[config.mk]
export PLATFORM = sky130hd
export DESIGN_NAME = keypad_digit_collector
export DESIGN_NICKNAME = d
export VERILOG_FILES = /design/src/rtl/keypad_digit_collector.sv
export SDC_FILE = /design/constraint.sdc
export NUM_CORES = 1
export LEC_CHECK = 0
export ABC_AREA = 0
export CAP_MARGIN = 20
export CORE_MARGIN = 4
export CORE_UTILIZATION = 45
export DETAILED_ROUTE_END_ITERATION = 7
export DONT_BUFFER_PORTS = 1
export PLACE_DENSITY = 0.61
export RECOVER_POWER = 25
export SLEW_MARGIN = 0
export SYNTH_ARGS = -nofsm -noshare
export SYNTH_HDL_FRONTEND = slang
export SYNTH_SLANG_ARGS = --single-unit
[constraint.sdc]
create_clock -name clk -period 6.3 [get_ports clk]
set_input_delay 0.63 -clock clk [delete_from_list [all_inputs] [get_ports clk]]
set_output_delay 0.63 -clock clk [all_outputs]
set_load 0.005 [all_outputs]
[src/rtl/keypad_digit_collector.sv]
// keypad_digit_collector
//
// Collects decoded keypad digits into a 20-digit BCD buffer and hands each
// completed entry downstream as one senhaPac_t word with a one-cycle strobe.
//   '#' emits the buffer (all 0xF when nothing was typed).
//   '*' emits all 0xB ("save/exit").
// Both keys clear the buffer. Digits typed once the buffer holds 20 are
// ignored, so the oldest digit is never dropped.
//
// Optional feature (compile-time macro KEYPAD_TIMEOUT_EN):
//   Clears a partial entry after TIMEOUT_CYCLES clk cycles without an
//   accepted key. Nothing is emitted when this happens.
//
// Ports:
//   clk           in   system clock, rising edge
//   rst           in   asynchronous, active-high reset
//   enable        in   collector active; low drops keys and empties buffer
//   key_value     in   decoded key: 0-9 digit, A '*', B '#', C-F invalid
//   key_valid     in   one-cycle strobe per debounced key press
//   digitos_value out  last emitted entry, index 0 = most recent digit
//   digitos_valid out  one-cycle strobe marking a new digitos_value
//   bcd_pac       out  echo of the six newest buffered digits (BCD0 newest)

package keypad_pkg;
    typedef logic [19:0][3:0] senhaPac_t;
    typedef struct packed {
        logic [3:0] BCD5;
        logic [3:0] BCD4;
        logic [3:0] BCD3;
        logic [3:0] BCD2;
        logic [3:0] BCD1;
        logic [3:0] BCD0;
    } bcdPac_t;
endpackage

module keypad_digit_collector
    import keypad_pkg::*;
#(
    parameter int unsigned TIMEOUT_CYCLES = 50_000_000
) (
    input  logic       clk,
    input  logic       rst,
    input  logic       enable,
    input  logic [3:0] key_value,
    input  logic       key_valid,
    output senhaPac_t  digitos_value,
    output logic       digitos_valid,
    output bcdPac_t    bcd_pac
);

    localparam logic [1:0] ST_EMPTY   = 2'd0;
    localparam logic [1:0] ST_COLLECT = 2'd1;
    localparam logic [1:0] ST_FULL    = 2'd2;

    localparam logic [3:0] KEY_STAR = 4'hA;
    localparam logic [3:0] KEY_HASH = 4'hB;

    logic [1:0] state_q, state_d;
    senhaPac_t  buf_q, buf_d;
    logic [4:0] cnt_q, cnt_d;
    senhaPac_t  value_d;
    logic       valid_d;

    logic is_digit;
    logic is_hash;
    logic is_star;
    logic expire;

    assign is_digit = key_valid && (key_value <= 4'd9);
    assign is_hash  = key_valid && (key_value == KEY_HASH);
    assign is_star  = key_valid && (key_value == KEY_STAR);

`ifdef KEYPAD_TIMEOUT_EN
    logic [31:0] idle_q;

    // Only a partial entry can expire; an empty buffer never counts.
    assign expire = (cnt_q != 5'd0) && (idle_q == TIMEOUT_CYCLES - 1);

    always_ff @(posedge clk or posedge rst) begin
        if (rst) begin
            idle_q <= '0;
        end else if (enable && (is_digit || is_hash || is_star)) begin
            idle_q <= '0;
        end else if (expire) begin
            idle_q <= '0;
        end else if (cnt_q != 5'd0) begin
            idle_q <= idle_q + 32'd1;
        end
    end
`else
    logic unused_timeout;

    assign expire         = 1'b0;
    assign unused_timeout = (TIMEOUT_CYCLES == 0);
`endif

    // Priority: enable low, then '#', '*', digit, then inactivity expiry.
    // A key in the expiry cycle therefore wins over the timeout.
    always_comb begin
        buf_d   = buf_q;
        cnt_d   = cnt_q;
        state_d = state_q;
        value_d = digitos_value;
        valid_d = 1'b0;

        if (!enable) begin
            buf_d   = '1;
            cnt_d   = '0;
            state_d = ST_EMPTY;
        end else if (is_hash) begin
            value_d = buf_q;
            valid_d = 1'b1;
            buf_d   = '1;
            cnt_d   = '0;
            state_d = ST_EMPTY;
        end else if (is_star) begin
            value_d = {20{KEY_HASH}};
            valid_d = 1'b1;
            buf_d   = '1;
            cnt_d   = '0;
            state_d = ST_EMPTY;
        end else if (is_digit) begin
            if (state_q != ST_FULL) begin
                buf_d   = {buf_q[18:0], key_value};
                cnt_d   = cnt_q + 5'd1;
                state_d = (cnt_q == 5'd19) ? ST_FULL : ST_COLLECT;
            end
        end else if (expire) begin
            buf_d   = '1;
            cnt_d   = '0;
            state_d = ST_EMPTY;
        end
    end

    // bcd_pac is loaded from the next buffer value so the echo changes on
    // the same edge as the buffer itself.
    always_ff @(posedge clk or posedge rst) begin
        if (rst) begin
            state_q       <= ST_EMPTY;
            buf_q         <= '1;
            cnt_q         <= '0;
            digitos_value <= '1;
            digitos_valid <= 1'b0;
            bcd_pac       <= '1;
        end else begin
            state_q       <= state_d;
            buf_q         <= buf_d;
            cnt_q         <= cnt_d;
            digitos_value <= value_d;
            digitos_valid <= valid_d;
            bcd_pac       <= bcdPac_t'(buf_d[5:0]);
        end
    end

endmodule

==> results_tabular.tex, run 1 <==
\begin{tabular}{lr}
\hline
Metric & Value \\
\hline
\multicolumn{2}{l}{\textbf{Timing}} \\
\quad Final setup TNS & 0 ps \\
\quad Setup clock skew after layout & 9.45 ps \\
\quad Final critical-path required period & 2260 ps \\
\quad RSZ-0062 raised after global routing & false \\
\quad Setup-violating endpoint count in the final report & 0 \\
\quad Worst hold slack & 298 ps \\
\quad Peak Freq & 0.442 GHz \\
\quad Total count of max-transition violations in the final report & 0 \\
\quad Worst-margin pin slew & 1030 ps \\
\quad Final hold viol count & 0 \\
\quad Share of the cycle needed by the critical path after routing & 0.360 \\
\quad Max-Slew Margin vs Limit & 0.315 \\
\multicolumn{2}{l}{\textbf{Synth}} \\
\quad Number of nets produced by synthesis & 817 \\
\quad Synth area leaders & sky130\_fd\_sc\_hd\_\_dfstp\_2, sky130\_fd\_sc\_hd\_\_o21ai\_0, sky130\_fd\_sc\_hd\_\_nor4\_1, sky130\_fd\_sc\_hd\_\_a31oi\_1, sky130\_fd\_sc\_hd\_\_o21ai\_1 \\
\quad Top cell type by total area after synthesis & sky130\_fd\_sc\_hd\_\_dfstp\_2 \\
\quad Number of flip-flops and latches in the synthesized netlist & 168 \\
\quad Number of cells produced by synthesis & 808 \\
\quad Total number of yosys warnings & 0 \\
\quad Mapped Avg Cell Area & 9.95 sq um \\
\quad Portion of synthesized cell area occupied by the leading cell type & 0.523 \\
\quad Cell area after synthesis & 8040 sq um \\
\quad Netlist cell types & 35 \\
\quad Sequential area share after synthesis & 0.548 \\
\multicolumn{2}{l}{\textbf{Worst setup path}} \\
\quad Slowest-stage cell, CP & sky130\_fd\_sc\_hd\_\_nor2b\_4 \\
\quad R2R cell count & 4 \\
\quad CP cell instances & nor2b\_4 -> buf\_4 -> o311ai\_2 -> mux2\_2 \\
\quad Data arrival time of the critical path & 2620 ps \\
\quad Critical Path Sink Type & flip-flop \\
\quad Sort of element at the start of the critical path & flip-flop \\
\quad Max Fanout on Critical Path & 54 \\
\quad Required time at the endpoint of the critical path & 6660 ps \\
\quad Type of the worst setup path & flip-flop to flip-flop \\
\quad Peak per-stage delay on the critical path & 640 ps \\
\multicolumn{2}{l}{\textbf{Clock network}} \\
\quad TritonCTS clock tree & done \\
\quad Number of buffers inserted to repair setup after CTS & 0 \\
\quad \# resized after CTS & 0 \\
\quad Clock input transition at the sequential cells of the worst setup and hold paths & 70 ps \\
\quad Hold Buf Count CTS & 0 \\
\quad Worst skew pair latency & 430 ps \\
\quad CTS sink cnt & 168 \\
\quad Cts bufs inserted & 17 \\
\quad Number of H-tree branching levels & 4 \\
\quad Root buffer selected by CTS & sky130\_fd\_sc\_hd\_\_clkbuf\_16 \\
\quad Deepest clock path buffer count & 2 \\
\multicolumn{2}{l}{\textbf{Global route}} \\
\quad Total routing resource utilization after global routing & 0.199 \\
\quad First-pass GRT wire length & 32,500 microns \\
\quad Total global routing overflow & 0 \\
\quad Number of antenna violations at the first check in global routing & 0 \\
\quad Number of global-route vias before repair & 5,935 \\
\quad Pin count of the biggest net entering global routing & 112 \\
\multicolumn{2}{l}{\textbf{Routing}} \\
\quad Number of antenna-violating nets in the routed design & 0 \\
\quad 1st-pass router iterations & 6 \\
\quad Via total after detailed routing & 6,046 \\
\quad Final routed wirelength across all metal layers & 19,500 microns \\
\quad Average vias per placed instance & 6.36 \\
\quad DRC violations left & 0 \\
\quad Initial detailed-routing violation count & 563 \\
\quad Wirelength per Cell & 20.5 microns \\
\multicolumn{2}{l}{\textbf{Die}} \\
\quad Overall die width & 142 microns \\
\quad Starting Density & 0.461 \\
\quad Placeable core area & 17,400 sq um \\
\quad Top-level port count & 113 \\
\quad Standard-cell row count & 48 \\
\quad Chip Height & 142 microns \\
\quad Die outline area & 20,100 sq um \\
\multicolumn{2}{l}{\textbf{Placement}} \\
\quad Final HPWL DP & 10,700 microns \\
\quad Last weighted congestion value of the routability-driven placer & 0.756 \\
\quad Port buffer count & 0 \\
\multicolumn{2}{l}{\textbf{Finish}} \\
\quad Area growth from synthesis to layout & 3.64\% \\
\quad Antenna diode count & 0 \\
\quad Final net count & 722 \\
\quad Share of final-layout standard cells stronger than drive strength 1 & 0.295 \\
\multicolumn{2}{l}{\textbf{Power}} \\
\quad Maximum ir drop on the vdd rail & 0.189 mV \\
\quad Leakage & 0.00285 uW \\
\quad Power per standard cell area & 312 nW/um\^{}2 \\
\multicolumn{2}{l}{\textbf{Hold path}} \\
\quad Hold WC Path Type & input port to asynchronous set/reset pin \\
\multicolumn{2}{l}{\textbf{Outcome}} \\
\quad Outcome & finished clean \\
\multicolumn{2}{l}{\textbf{Run}} \\
\quad Max capacitance violation total & 0 \\
\hline
\end{tabular}
[synth_stat cells, drive strengths merged]
master,number
o21ai,238
clkbuf,57
inv,5
nand4,4
nor2b,61
or2,1
a21oi,3
mux2,2
or4,1
and2,1
o311ai,1
o211a,1
o21a,1
nor3,1
o211ai,1
nand4b,1
ha,1
mux2i,3
dfstp,160
nand2,21
o31ai,3
nand2b,3
a31oi,77
nand3,5
nor4bb,1
nor4,79
dfrtp,8
nand3b,3
buf,65
[worst paths after layout]
check,startpoint,to,slack (ps)
worst min register to register,buf_q[78],digitos_value[78],480
worst max-delay path,state_q[1],buf_q[1],4040
min in group clk,key_value[0],digitos_value[42],310
worst min-delay path,rst,cnt_q[4],300
max in group asynchronous,rst,digitos_valid,4730
worst max register to register,state_q[1],buf_q[1],4040
[where the power goes]
group	internal, uW	total (uW)	switching (uW)
sequential	1290	1380	95.3
clock	567	1020	449
combinational	70.7	202	132
[critical path: cells and delay by family, from the launching register on]
family,cells,cell delay (ps)
multiplexers,1,310
AO/OA/AOI/OAI,1,160
flip-flops,1,410
buffers and inverters,1,610
AND/OR/NAND/NOR,1,640
[cells in the final DEF, fill, tap and decap left out, types with 4 or more instances in the layout]
| cell type | n |
|---|---|
| sky130_fd_sc_hd__o21ai_0 | 148 |
| sky130_fd_sc_hd__dfstp_2 | 160 |
| sky130_fd_sc_hd__clkinvlp_4 | 6 |
| sky130_fd_sc_hd__a31oi_1 | 77 |
| sky130_fd_sc_hd__nor4_1 | 78 |
| sky130_fd_sc_hd__dfrtp_1 | 8 |
| sky130_fd_sc_hd__nand2_1 | 21 |
| sky130_fd_sc_hd__buf_4 | 6 |
| sky130_fd_sc_hd__o21ai_1 | 89 |
| sky130_fd_sc_hd__nand4_1 | 4 |
| sky130_fd_sc_hd__nor2b_1 | 60 |
| sky130_fd_sc_hd__nand3_1 | 5 |
| sky130_fd_sc_hd__inv_6 | 4 |
| sky130_fd_sc_hd__clkbuf_16 | 17 |
[logic make-up after synthesis]
group                      Yosys count  synth area share
muxes                                5           0.00654
adders and majority gates            1           0.00156
buffers and inverters              127            0.0873
DFF                                168             0.548
and+or+nand+nor                    182             0.138
AOI/OAI and AO/OA                  325             0.218
[registers in the layout, indices dropped and copies added, names as in the netlist]
name,flops
state_q,2
buf_q,80
digitos_value,80
cnt_q,5
digitos_valid,1
[cell type report]
| class | instances | area [sq um] |
|---|---|---|
| clock buffers | 19 | 453 |
| clock inverters | 13 | 120 |
| fillers | 1664 | 9090 |
| inverters | 5 | 23.8 |
| multi-input cells | 513 | 2960 |
| flip-flops and latches | 168 | 4400 |
| well taps | 225 | 282 |
| repair buffers | 8 | 85.1 |
[per-layer routing]
layer / share of wire / vias to the layer above / global-route usage / routed length [microns]
met4: 0.024 / 0 / 0.0833 / 460
li1: - / 2741 / - / -
met2: 0.48 / 217 / 0.311 / 9430
met1: 0.42 / 3058 / 0.259 / 8220
met3: 0.072 / 30 / 0.0607 / 1410
met5: 0 / - / 0 / 0
[per-stage QoR]
| step | setup WS, ps | total power [uW] | area (sq um) | instances | util |
|---|---|---|---|---|---|
| 6_report | 4040 | 2600 | 8330 | 951 | 0.478 |
| 4_1_cts | 3780 | 2630 | 8310 | 950 | 0.477 |
| 3_3_place_gp | 3390 | 1590 | 7720 | 917 | 0.443 |
| 2_1_floorplan | 1390 | 1550 | 8040 | 808 | - |
| 3_5_place_dp | 3310 | 1610 | 7740 | 918 | 0.444 |
| 5_1_grt | 3870 | 2730 | 8330 | 951 | 0.478 |
Note: power is estimated with default switching activity, not from simulation.
==> inputs of run 2 (changes only) <==
- PLACE_DENSITY: 0.61 -> 0.63
- clock period: 6.3 -> 1.9 ns (I/O delays scaled with it)
==> results_tabular.tex, run 2 (synthesis gave the netlist of run 1 again) <==
\begin{tabular}{lr}
\hline
Metric & Value \\
\hline
\multicolumn{2}{l}{\textbf{Outcome}} \\
\quad Outcome & finished clean (unchanged) \\
\multicolumn{2}{l}{\textbf{Finish}} \\
\quad Commonest non-fill, non-tap cells in the layout & sky130\_fd\_sc\_hd\_\_o21ai\_0, sky130\_fd\_sc\_hd\_\_dfstp\_2, sky130\_fd\_sc\_hd\_\_nor4\_1 (was sky130\_fd\_sc\_hd\_\_dfstp\_2, sky130\_fd\_sc\_hd\_\_o21ai\_0, sky130\_fd\_sc\_hd\_\_o21ai\_1) \\
\quad Most common cell after layout, fill and taps aside & sky130\_fd\_sc\_hd\_\_o21ai\_0 (was sky130\_fd\_sc\_hd\_\_dfstp\_2) \\
\quad Final net count & 745 (was 722) \\
\quad Share of final-layout standard cells stronger than drive strength 1 & 0.300 (was 0.295) \\
\quad Registers with the most flip-flops & buf\_q: 80 flops, digitos\_value: 80 flops, cnt\_q: 5 flops (unchanged) \\
\quad Fin util & 0.491 (was 0.478) \\
\quad Final Instance Count excl. Fillers & 974 (was 951) \\
\quad Area growth from synthesis to layout & 6.37\% (was 3.64\%) \\
\quad Total non-filler cell area in the finished layout & 8550 sq um (was 8330 sq um) \\
\quad Antenna diode count & 0 (unchanged) \\
\multicolumn{2}{l}{\textbf{Timing}} \\
\quad Setup clock skew after layout & 12.2 ps (was 9.45 ps) \\
\quad RSZ-0062 raised after global routing & false (unchanged) \\
\quad Final setup TNS & 0 ps (unchanged) \\
\quad Final hold viol count & 0 (unchanged) \\
\quad Total count of max-transition violations in the final report & 0 (unchanged) \\
\quad Setup-violating endpoint count in the final report & 0 (unchanged) \\
\quad Final critical-path required period & 1790 ps (was 2260 ps) \\
\quad Worst-margin pin slew & 1330 ps (was 1030 ps) \\
\quad Max-Slew Margin vs Limit & 0.111 (was 0.315) \\
\quad Peak Freq & 0.557 GHz (was 0.442 GHz) \\
\quad Share of the cycle needed by the critical path after routing & 0.944 (was 0.360) \\
\multicolumn{2}{l}{\textbf{Worst setup path}} \\
\quad Data arrival time of the critical path & 2110 ps (was 2620 ps) \\
\quad Max Fanout on Critical Path & 17 (was 54) \\
\quad Buffering stage count on the worst path with inverters included & 1 (unchanged) \\
\quad Slowest-stage cell, CP & sky130\_fd\_sc\_hd\_\_dlygate4sd3\_1 (was sky130\_fd\_sc\_hd\_\_nor2b\_4) \\
\quad Register-to-register setup slack & 110 ps (was 4040 ps) \\
\quad Type of the worst setup path & flip-flop to flip-flop (unchanged) \\
\quad Required time at the endpoint of the critical path & 2220 ps (was 6660 ps) \\
\quad Sort of element at the start of the critical path & flip-flop (unchanged) \\
\quad Reg-to-Reg Start & state\_q[0] (was state\_q[1]) \\
\quad R2R cell count & 4 (unchanged) \\
\quad Peak per-stage delay on the critical path & 570 ps (was 640 ps) \\
\quad Kind of cell with the highest combined delay on the critical path & buffers and inverters (was simple AND/OR/NAND/NOR gates) \\
\quad CP cell instances & nand2b\_4 -> nand4\_1 -> mux2i\_1 -> dlygate4sd3\_1 (was nor2b\_4 -> buf\_4 -> o311ai\_2 -> mux2\_2) \\
\quad Critical Path Sink Type & flip-flop (unchanged) \\
\quad End of the worst register-to-register path & cnt\_q[2] (was buf\_q[1]) \\
\multicolumn{2}{l}{\textbf{Die}} \\
\quad Standard-cell row count & 48 (unchanged) \\
\quad Chip Height & 142 microns (unchanged) \\
\quad Die outline area & 20,100 sq um (unchanged) \\
\quad Starting Density & 0.461 (unchanged) \\
\quad Top-level port count & 113 (unchanged) \\
\quad Overall die width & 142 microns (unchanged) \\
\quad Placeable core area & 17,400 sq um (unchanged) \\
\multicolumn{2}{l}{\textbf{Placement}} \\
\quad Final HPWL DP & 11,800 microns (was 10,700 microns) \\
\quad Cell Count Post-Placement & 931 (was 918) \\
\quad Area post-placement & 7900 sq um (was 7740 sq um) \\
\quad Last weighted congestion value of the routability-driven placer & 0.768 (was 0.756) \\
\quad Port buffer count & 0 (unchanged) \\
\multicolumn{2}{l}{\textbf{Clock network}} \\
\quad Cts bufs inserted & 17 (unchanged) \\
\quad Worst skew pair latency & 430 ps (about the same) \\
\quad Deepest clock path buffer count & 2 (unchanged) \\
\quad Clock input transition at the sequential cells of the worst setup and hold paths & 70 ps (about the same) \\
\quad Root buffer selected by CTS & sky130\_fd\_sc\_hd\_\_clkbuf\_16 (unchanged) \\
\quad Number of H-tree branching levels & 4 (unchanged) \\
\quad CTS sink cnt & 168 (unchanged) \\
\quad \# resized after CTS & 0 (unchanged) \\
\quad TritonCTS clock tree & done (unchanged) \\
\quad Number of buffers inserted to repair setup after CTS & 0 (unchanged) \\
\multicolumn{2}{l}{\textbf{Global route}} \\
\quad Number of global-route vias before repair & 6,042 (was 5,935) \\
\quad Total routing resource utilization after global routing & 0.203 (was 0.199) \\
\quad First-pass GRT wire length & 33,000 microns (was 32,500 microns) \\
\quad Pin count of the biggest net entering global routing & 145 (was 112) \\
\quad Number of antenna violations at the first check in global routing & 0 (unchanged) \\
\quad Total global routing overflow & 0 (unchanged) \\
\multicolumn{2}{l}{\textbf{Routing}} \\
\quad Average vias per placed instance & 6.33 (was 6.36) \\
\quad DRC violations left & 0 (unchanged) \\
\quad 1st-pass router iterations & 5 (was 6) \\
\quad Via total after detailed routing & 6,164 (was 6,046) \\
\quad Wirelength per Cell & 21.1 microns (was 20.5 microns) \\
\quad Initial detailed-routing violation count & 726 (was 563) \\
\quad Number of antenna-violating nets in the routed design & 0 (unchanged) \\
\quad Final routed wirelength across all metal layers & 20,500 microns (was 19,500 microns) \\
\multicolumn{2}{l}{\textbf{Run}} \\
\quad Max capacitance violation total & 0 (unchanged) \\
\multicolumn{2}{l}{\textbf{Hold path}} \\
\quad Worst hold path depth & 2 \\
\quad Destination of the worst hold path & buf\_q[1] \\
\quad Hold WC Path Type & input port to flip-flop (was input port to asynchronous set/reset pin) \\
\quad Launch instance of the worst min-delay path & enable \\
\multicolumn{2}{l}{\textbf{Power}} \\
\quad Total power & 8500 uW (was 2600 uW) \\
\quad Power per standard cell area & 994 nW/um\^{}2 (was 312 nW/um\^{}2) \\
\quad Leakage & 0.00295 uW (was 0.00285 uW) \\
\quad Maximum ir drop on the vdd rail & 0.583 mV (was 0.189 mV) \\
\hline
\end{tabular}
## run 2: cell count changes in the layout (fill, tap and decap cells not counted), moves of 2 or more
| cell | before | now |
|---|---|---|
| sky130_fd_sc_hd__o21ai_0 | 148 | 193 |
| sky130_fd_sc_hd__o21ai_1 | 89 | 44 |
| sky130_fd_sc_hd__buf_4 | 6 | 13 |
| sky130_fd_sc_hd__dlygate4sd3_1 | 0 | 7 |
| sky130_fd_sc_hd__buf_12 | 2 | 6 |
| sky130_fd_sc_hd__clkinvlp_4 | 6 | 2 |
| sky130_fd_sc_hd__clkbuf_1 | 0 | 3 |
| sky130_fd_sc_hd__buf_16 | 0 | 2 |
| sky130_fd_sc_hd__clkbuf_8 | 2 | 0 |
| sky130_fd_sc_hd__clkinv_2 | 2 | 4 |
| sky130_fd_sc_hd__clkinv_4 | 1 | 3 |
## run 2: per-layer routing
| layer | wire, microns | vias to the layer above | track usage |
|---|---|---|---|
| met5 | 0 | - | 0 |
| met4 | 533 | 0 | 0.0763 |
| met3 | 1410 | 35 | 0.0600 |
| met2 | 9830 | 229 | 0.315 |
| met1 | 8740 | 3095 | 0.269 |
| li1 | - | 2805 | - |
## run 2: worst max path at each step
| stage | startpoint | end | cells after the start |
|---|---|---|---|
| after floorplan | rst | cnt_q[0] | 1 |
| after global placement | key_value[2] | buf_q[77] | 3 |
| after detailed placement | key_value[2] | buf_q[25] | 3 |
| after CTS | state_q[0] | cnt_q[2] | 4 |
| after global routing | state_q[0] | cnt_q[2] | 4 |
| final | state_q[0] | cnt_q[2] | 4 |
## run 2: timing repair
item | in CTS | in global routing
hold buffers | 9 | 0
endpoints found under the hold margin | 195 | 0
setup endpoints to repair | 0 | 1
## run 2: power breakdown
group          internal, uW  switching (uW)  total, uW
Clock                  1680            1490       3170
Combinational           254             494        748
Sequential             4270             317       4580
## run 2: cell type report
type	count	area (sq um)
well taps	225	282
flip-flops and latches	168	4400
clock buffers	19	433
fillers	1608	8870
inverters	5	20.0
repair buffers	30	358
multi-input cells	514	2960
clock inverters	13	96.3
## run 2: metrics by stage
stage | hold slack, ps | setup slack, ps
finish | 24.4 | 106
global route | 30.2 | 59.8
CTS | 11.0 | 90.6
detailed placement | 312 | 188
global placement | 311 | 302
floorplan | 351 | -300
